===== config.mk =====
export PLATFORM = sky130hd
export DESIGN_NAME = l1_mmu_arbiter
export DESIGN_NICKNAME = d
export VERILOG_FILES = /design/src/rtl/l1_bus_pkg.sv /design/src/rtl/l1_rr_pick.sv /design/src/rtl/l1_mmu_arbiter.sv
export SDC_FILE = /design/constraint.sdc
export NUM_CORES = 1
export LEC_CHECK = 0
export CORE_AREA = 10 10 642 644
export CTS_CLUSTER_SIZE = 40
export DETAILED_ROUTE_END_ITERATION = 7
export DIE_AREA = 0 0 652 654
export DONT_BUFFER_PORTS = 1
export PLACE_DENSITY = 0.3
export SYNTH_ARGS = -nofsm -noshare
export SYNTH_HDL_FRONTEND = slang
export SYNTH_SLANG_ARGS = --single-unit

===== constraint.sdc =====
create_clock -name sys_clk -period 7.05 [get_ports sys_clk]
set_clock_uncertainty 0.1 [all_clocks]
set_input_delay 1.41 -clock sys_clk [delete_from_list [all_inputs] [get_ports sys_clk]]
set_output_delay 1.41 -clock sys_clk [all_outputs]
set_load 0.005 [all_outputs]

===== src/rtl/l1_bus_pkg.sv =====
// l1_bus_pkg: shared widths and grant/state encodings for the L1-to-MMU bus
package l1_bus_pkg;
  localparam int DEF_ADDR_W = 32;
  localparam int DEF_LINE_W = 256;
  typedef enum logic [1:0] {GNT_NONE = 2'd0, GNT_I = 2'd1, GNT_D = 2'd2} grant_t;
  typedef enum logic [1:0] {IDLE = 2'd0, GRANT_I = 2'd1, GRANT_D = 2'd2} state_t;
endpackage


===== src/rtl/l1_rr_pick.sv =====
// l1_rr_pick: two-way round-robin chooser, a tie goes to the port opposite last_grant
module l1_rr_pick
  import l1_bus_pkg::*;
(
  input  logic   req_i,
  input  logic   req_d,
  input  grant_t last_grant,
  output grant_t grant
);
  // tie-break against the previous winner, otherwise the lone requester wins
  always_comb grant = (req_i && req_d) ? ((last_grant == GNT_I) ? GNT_D : GNT_I) :
                      req_i ? GNT_I : req_d ? GNT_D : GNT_NONE;
endmodule


===== src/rtl/l1_mmu_arbiter.sv =====
// l1_mmu_arbiter: shares the l1mmu refill/writeback port between the I and D caches
module l1_mmu_arbiter
  import l1_bus_pkg::*;
#(
  parameter int ADDR_W = DEF_ADDR_W,
  parameter int LINE_W = DEF_LINE_W,
  parameter int CNT_W  = 16
) (
  input  logic              sys_clk,
  input  logic              rst,
  input  logic              i_req_read,
  input  logic              i_req_write,
  input  logic [ADDR_W-1:0] i_req_addr,
  input  logic [LINE_W-1:0] i_write_data,
  output logic              i_read_done,
  output logic              i_write_done,
  output logic [LINE_W-1:0] i_read_data,
  input  logic              d_req_read,
  input  logic              d_req_write,
  input  logic [ADDR_W-1:0] d_req_addr,
  input  logic [LINE_W-1:0] d_write_data,
  output logic              d_read_done,
  output logic              d_write_done,
  output logic [LINE_W-1:0] d_read_data,
  output logic              mmu_req_read,
  output logic              mmu_req_write,
  output logic [ADDR_W-1:0] mmu_req_addr,
  output logic [LINE_W-1:0] mmu_write_data,
  input  logic              mmu_read_done,
  input  logic              mmu_write_done,
  input  logic [LINE_W-1:0] mmu_read_data,
  output logic              busy,
  output logic [CNT_W-1:0]  i_txn_cnt,
  output logic [CNT_W-1:0]  d_txn_cnt
);
  state_t state, state_nx;
  grant_t last_grant, pick;
  logic   gi, gd, finish, take;
  l1_rr_pick u_pick (
    .req_i     (i_req_read | i_req_write),
    .req_d     (d_req_read | d_req_write),
    .last_grant(last_grant),
    .grant     (pick)
  );
  assign gi     = state == GRANT_I;
  assign gd     = state == GRANT_D;
  assign busy   = gi | gd;
  assign finish = busy & (mmu_read_done | mmu_write_done);
  assign take   = (state == IDLE) & (pick != GNT_NONE);
  // grant from IDLE via the picker, return to IDLE on any MMU done
  always_comb state_nx = (state == IDLE) ? ((pick == GNT_I) ? GRANT_I : (pick == GNT_D) ? GRANT_D : IDLE) :
                         finish ? IDLE : state;
  // state register
  always_ff @(posedge sys_clk) state <= rst ? IDLE : state_nx;
  // capture the winner's request, clear on completion so IDLE drives zeros; write beats read
  always_ff @(posedge sys_clk)
    if (rst || finish) begin
      mmu_req_read   <= 1'b0;
      mmu_req_write  <= 1'b0;
      mmu_req_addr   <= '0;
      mmu_write_data <= '0;
    end else if (take) begin
      mmu_req_write  <= (pick == GNT_I) ? i_req_write : d_req_write;
      mmu_req_read   <= (pick == GNT_I) ? i_req_read & ~i_req_write : d_req_read & ~d_req_write;
      mmu_req_addr   <= (pick == GNT_I) ? i_req_addr : d_req_addr;
      mmu_write_data <= (pick == GNT_I) ? i_write_data : d_write_data;
    end
  // remember the finished grant for round-robin and count completions
  always_ff @(posedge sys_clk)
    if (rst) begin
      last_grant <= GNT_I;
      i_txn_cnt  <= '0;
      d_txn_cnt  <= '0;
    end else if (finish) begin
      last_grant <= gi ? GNT_I : GNT_D;
      i_txn_cnt  <= i_txn_cnt + CNT_W'(gi);
      d_txn_cnt  <= d_txn_cnt + CNT_W'(gd);
    end
  assign i_read_done  = mmu_read_done & gi;
  assign i_write_done = mmu_write_done & gi;
  assign i_read_data  = gi ? mmu_read_data : '0;
  assign d_read_done  = mmu_read_done & gd;
  assign d_write_done = mmu_write_done & gd;
  assign d_read_data  = gd ? mmu_read_data : '0;
endmodule


; ---- Yosys cells after proc, flatten, opt, wreduce, memory -nomap -nowiden
; Index checks and enable logic that the tools add are counted.
[word_totals]
ff_bits = 326
input_bits = 840
output_inout_bits = 839
word_cells = 49
[op_classes]
n_addsub = 2
n_eq_ne = 5
mux = 15
bitwise = 14
n_reduce_logical = 5
[op_table]
columns = op, count
row1 = $mux 256, 3
row2 = $add 16x1->16, 2
row3 = $mux 32, 1
row4 = $mux 2, 9
row5 = $and 1x1->1, 8
row6 = $eq 2x1->1 const B, 3
row7 = $eq 2x2->1 const B, 2
row8 = $or 1x1->1, 4
row9 = $reduce_bool 2->1, 2
row10 = $logic_not 2->1, 1
row11 = $mux 1, 2
row12 = $not 1->1, 2
row13 = $logic_and 1x1->1, 1
row14 = $logic_or 1x1->1, 1

; ---- Logic depth before layout (Yosys ltp)
[logic_depth]
depth_word = 8
ltp_mapped = 9
ltp_nobuf = 8

; ---- By module
; Synthesis repeated with hierarchy kept, for this count alone.
[unflattened]
hier_cells = 2393
hier_area_um2 = 17449.2
[modules_own_cells]
columns = mod, instances, cells_each, area_per_inst_um2, seq_area_each_um2
row1 = l1_mmu_arbiter, 1, 2389, 17419.2, 6526.3
row2 = l1_rr_pick, 1, 4, 30.0, 0.0

; ---- Worst setup path before layout
; No wires, ideal clock.
[synth_path]
path_kind = input-to-output
start = input mmu_read_data[255]
end = output d_read_data[255]
t_arrival_ps = 1553
t_required_ps = 5540
setup_slack_ps = 3987
stages = 1
n_path_buf = 0
cell_sequence = and2_1
[synth_between]
elab_chain_cells = 1
[synth_rtl]
columns = item, line_no
row1 = "start, declared", l1_mmu_arbiter.sv:31  ; input logic [LINE_W-1:0] mmu_read_data,
row2 = $mux 256, l1_mmu_arbiter.sv:84  ; assign d_read_data = gd ? mmu_read_data : '0;
row3 = "end, declared", l1_mmu_arbiter.sv:24  ; output logic [LINE_W-1:0] d_read_data,
; Every way passes these cells.

; ---- Final worst setup path
[layout_path]
start = register state[0]
end = output d_read_data[0]
[layout_between]
elab_chain_cells = 2
[layout_rtl]
columns = item, line_no
row1 = "start, declared", l1_mmu_arbiter.sv:36  ; state_t state, state_nx;
row2 = "start signal, assigned", l1_mmu_arbiter.sv:54  ; always_ff @(posedge sys_clk) state <= rst ? IDLE : state_nx;
row3 = $eq 2x2->1, l1_mmu_arbiter.sv:46  ; assign gd = state == GRANT_D;
row4 = $mux 256, l1_mmu_arbiter.sv:84
; Every way passes these cells.

==> flow_results.org <==
** Yosys
- For this run, asynchronously set or reset flops after synthesis account for 0%.
- Synthesized area per cell :: 7.16 sq um
- Synthesis produced 2381 cells.
- The synthesized netlist contains 39 unique library cells.
- For this run, the leading register cell type out of synthesis is sky130_fd_sc_hd__dfxtp_1.
- Summed over all instances, the cell type with the most area after synthesis is sky130_fd_sc_hd__dfxtp_1.
- Post-synthesis sequential area ratio :: 38.3%
- sky130_fd_sc_hd__nand2_1 is the most common cell in the netlist.
- After synthesis, the cell types taking the most area are sky130_fd_sc_hd__dfxtp_1 38%, sky130_fd_sc_hd__and2_1 19%, sky130_fd_sc_hd__nand2_1 13%.
- After synthesis, the largest area contributor takes up 38.3% of total cell area.
- In this run, synthesis inferred 0 flip-flops with an integrated enable.
- After synthesis the netlist holds a flip-flop and latch count of 326.
- Yosys printed 0 warnings.
- Most common library cells after synthesis :: 592 x sky130_fd_sc_hd__nand2_1, 519 x sky130_fd_sc_hd__and2_1, 326 x sky130_fd_sc_hd__dfxtp_1, 293 x sky130_fd_sc_hd__o21ai_0, 288 x sky130_fd_sc_hd__a31oi_1
- Combined area of all synthesized cells :: 0.0170 sq mm
- Net count of the mapped netlist :: 3230

** Timing
- Headroom to the max-slew limit :: 23.2%
- The number of failing hold endpoints at the final stage is 0.
- Summed over all failing endpoints, the final setup total negative slack is 0 ps.
- The final max-slew violation count was 0.
- Final period demand of the worst path :: 4610 ps
- For this run, the top clock speed supported by timing is 217 MHz.
- Setup violations remaining at the end of the flow were counted as 0.
- Share of the clock period used by the worst path :: 65.4%
- At the pin with the least slew margin, the transition time is 1150 ps.
- Setup repair after global routing left no endpoint under its margin.
- Worst Setup Slack, final :: 2440 ps

** Setup path
- The worst setup path is captured at an output pin.
- Critical register-to-register path endpoint :: mmu_write_data[159]
- By startpoint and endpoint, the worst setup path is classified as reg2out.
- The worst register-to-register path has a setup slack of 3380 ps.
- Sort of element at the start of the critical path :: flop
- For the worst setup path, the data arrival time is 3100 ps.
- Worst R2R Path Depth :: 9
- The worst register-to-register path begins at state[0].
- For the worst setup path, the data required time is 5540 ps.
- Largest fanout on the critical path :: 169

** Die
- 1679 I/O pins were placed.
- FP Rows :: 232
- Horiz. Die Dim :: 652 um
- The initial utilization of the core area, before any placement, comes to 4.28%.
- The region available for standard cell placement spans 0.399 sq mm.
- Die outline height :: 654 um
- Die ar. :: 0.426 sq mm

** Layout
- Synth-to-Final Area Change :: 49.8%
- In the final layout, flip-flops and latches occupy 0.00653 sq mm.
- Final core area utilization :: 6.41%
- Share of final-layout standard cells stronger than drive strength 1 :: 5.32%
- Filler-free cell count of the finished design :: 7850
- Summing all multi-input logic gate instances after layout gives 0.00972 sq mm.
- The net count of the finished layout is 3088.
- Final-layout fill cell count :: 47163

** Detailed routing
- Dividing the detail-routed via count by the number of cells gives 2.70.
- In the final routed layout, each cell accounts on average for 37.3 um.
- DRC violation count after routing :: 0
- Via Count :: 21201
- Total length of routed wires :: 293000 um
- In this run the remaining antenna-violating nets after routing total 7.
- In this run, the number of DRC markers left after iteration 0 of detailed routing was 2312.
- The pre-antenna-repair detailed-routing pass consisted of 6 iterations.

** GRT
- Total GRT Usage :: 12.9%
- Largest net degree at the start of global routing :: 190
- Sum of overflow across all layers after global routing :: 0
- The number of global-route vias before repair came to 17920.
- The initial antenna violation count is 247.
- Wire length of the first global-routing pass :: 333000 um

** Clock tree
- No sink is reached through more buffers than the 3 on the longest clock path.
- Post-CTS sizing :: 0
- Number of buffers created by CTS :: 49
- Post-CTS setup-driven buffer insertion count :: 0
- Clock slew at reported path FFs :: 50 ps
- TritonCTS clock tree :: done
- The tree built by TritonCTS fans out to 326 sinks.
- Hold_buf cts :: 0
- The tree is rooted in a sky130_fd_sc_hd__clkbuf_16.
- Clock latency on the worst-skew pair :: 700 ps
- The H-tree was split into 2 levels.

** Hold path
- Along the worst hold path, the cell count comes to 2.
- Endpoint with the worst hold slack :: last_grant[0]
- In this run the worst hold path is classified as reg2reg.
- Start point of the worst min-delay path :: last_grant[0]

** Pwr
- Maximum vdd drop :: 0.197 mV
- Total power draw :: 11900 uW
- Power spread over the standard cell area amounts to 467 mW/mm^2.
- Summed over all cells, the static leakage comes to 0.00744 uW.
- Proportion of power drawn by flip-flops and latches :: 42.2%
- Cell internal power was estimated by the tool at 5200 uW.
- Proportion of power drawn by the clock network :: 22.0%
- Net load switching power :: 6730 uW
- Switching fraction of total power :: 56.4%
- Combinational logic is responsible for 35.8% of the overall power.

** Outcome
- Failing checks :: antenna rules
- Status :: finished, violations left

** Placed design
- DP HPWL :: 264000 um
- The number of placed instances, taps included, is 7453.
- OpenSTA, run right after detailed placement, puts the worst setup slack at 3060 ps.
- The count of buffers added on input and output ports is 0.
- RD Place Congestion :: 0.943

** Flow run
- Max-cap violations in this run came to 0.
## registers in the layout, indices dropped and copies added (netlist names)
signal / cells
d_txn_cnt: 16
mmu_req_addr: 32
last_grant: 2
mmu_req_write: 1
mmu_write_data: 256
mmu_req_read: 1
state: 2
i_txn_cnt: 16
## cell usage in the layout (no fill, tap or decap), types with 5 or more instances in the layout
master                        n
sky130_fd_sc_hd__ha_1         7
sky130_fd_sc_hd__diode_2    309
sky130_fd_sc_hd__nand3_1      8
sky130_fd_sc_hd__clkbuf_1    11
sky130_fd_sc_hd__a31oi_1    288
sky130_fd_sc_hd__xnor2_1      9
sky130_fd_sc_hd__clkbuf_16   50
sky130_fd_sc_hd__nor2_1      27
sky130_fd_sc_hd__or3_1        7
sky130_fd_sc_hd__and2_1     519
sky130_fd_sc_hd__nor4_1       5
sky130_fd_sc_hd__nand4_1     12
sky130_fd_sc_hd__nand2_1    592
sky130_fd_sc_hd__clkbuf_8    12
sky130_fd_sc_hd__a21oi_1     11
sky130_fd_sc_hd__o21ai_0    293
sky130_fd_sc_hd__xor2_1      13
sky130_fd_sc_hd__dfxtp_1    326
sky130_fd_sc_hd__buf_4       27
sky130_fd_sc_hd__inv_1        5
## power by group through the flow
stage / combinational, uW / clock (uW) / sequential, uW
global route: 4760 / 2810 / 5330
CTS: 4400 / 2780 / 5400
finish: 4270 / 2620 / 5040
floorplan: 2650 / 0 / 3090
detailed placement: 4370 / 0 / 5420
global placement: 4350 / 0 / 5440
## per-layer routing
| metal | GRT usage [%] | up-vias | wire (um) |
|---|---|---|---|
| met5 | 0.0998 | - | 552 |
| met4 | 3.23 | 74 | 10900 |
| met3 | 8.52 | 611 | 42900 |
| met2 | 22.5 | 1959 | 142000 |
| met1 | 12.4 | 10439 | 96800 |
| li1 | - | 8118 | - |
## kinds of logic (layout without fill, tap and decap cells)
| logic type | after synthesis | count (layout) | synth area share [%] |
|---|---|---|---|
| simple gates | 1188 | 1188 | 34.6 |
| compound gates | 606 | 606 | 20.2 |
| flops | 326 | 326 | 38.3 |
| buf+inv | 229 | 124 | 5.09 |
| xor+xnor | 22 | 22 | 1.13 |
| fa+ha+maj | 9 | 9 | 0.661 |
| mux | 1 | 1 | 0.0880 |
| other cells | 0 | 309 | 0 |
## final cells by class
class	count	share of cell area (%)
sequential	326	25.6
antenna	309	3.03
clock inverter	15	0.696
inverter	5	0.0735
timing repair buffer	31	1.11
multi-input combinational	1826	38.0
clock buffer	73	5.71
tap	5265	25.8
## worst max path at each step
stage | endpoint | startpoint | slack (ps)
floorplan | d_read_data[255] | mmu_read_data[255] | 3990
global placement | mmu_write_data[10] | d_req_read | 3080
detailed placement | mmu_write_data[228] | mmu_write_done | 3060
CTS | d_read_data[0] | state[0] | 2310
global route | d_read_data[0] | state[0] | 2290
finish | d_read_data[0] | state[0] | 2440
## through the flow
step	cell area [sq um]	hold slack (ps)
2_1_floorplan	17000	353
3_3_place_gp	23100	380
3_5_place_dp	23100	377
4_1_cts	24800	393
5_1_grt	25000	471
6_report	25500	396
## critical path, stage by stage (launching register included)
cell                      delay (ps)
sky130_fd_sc_hd__dfxtp_1         340
sky130_fd_sc_hd__inv_1           180
sky130_fd_sc_hd__ha_4            600
sky130_fd_sc_hd__buf_12          390
sky130_fd_sc_hd__and2_1          610
(Power assumes the default switching activity.)
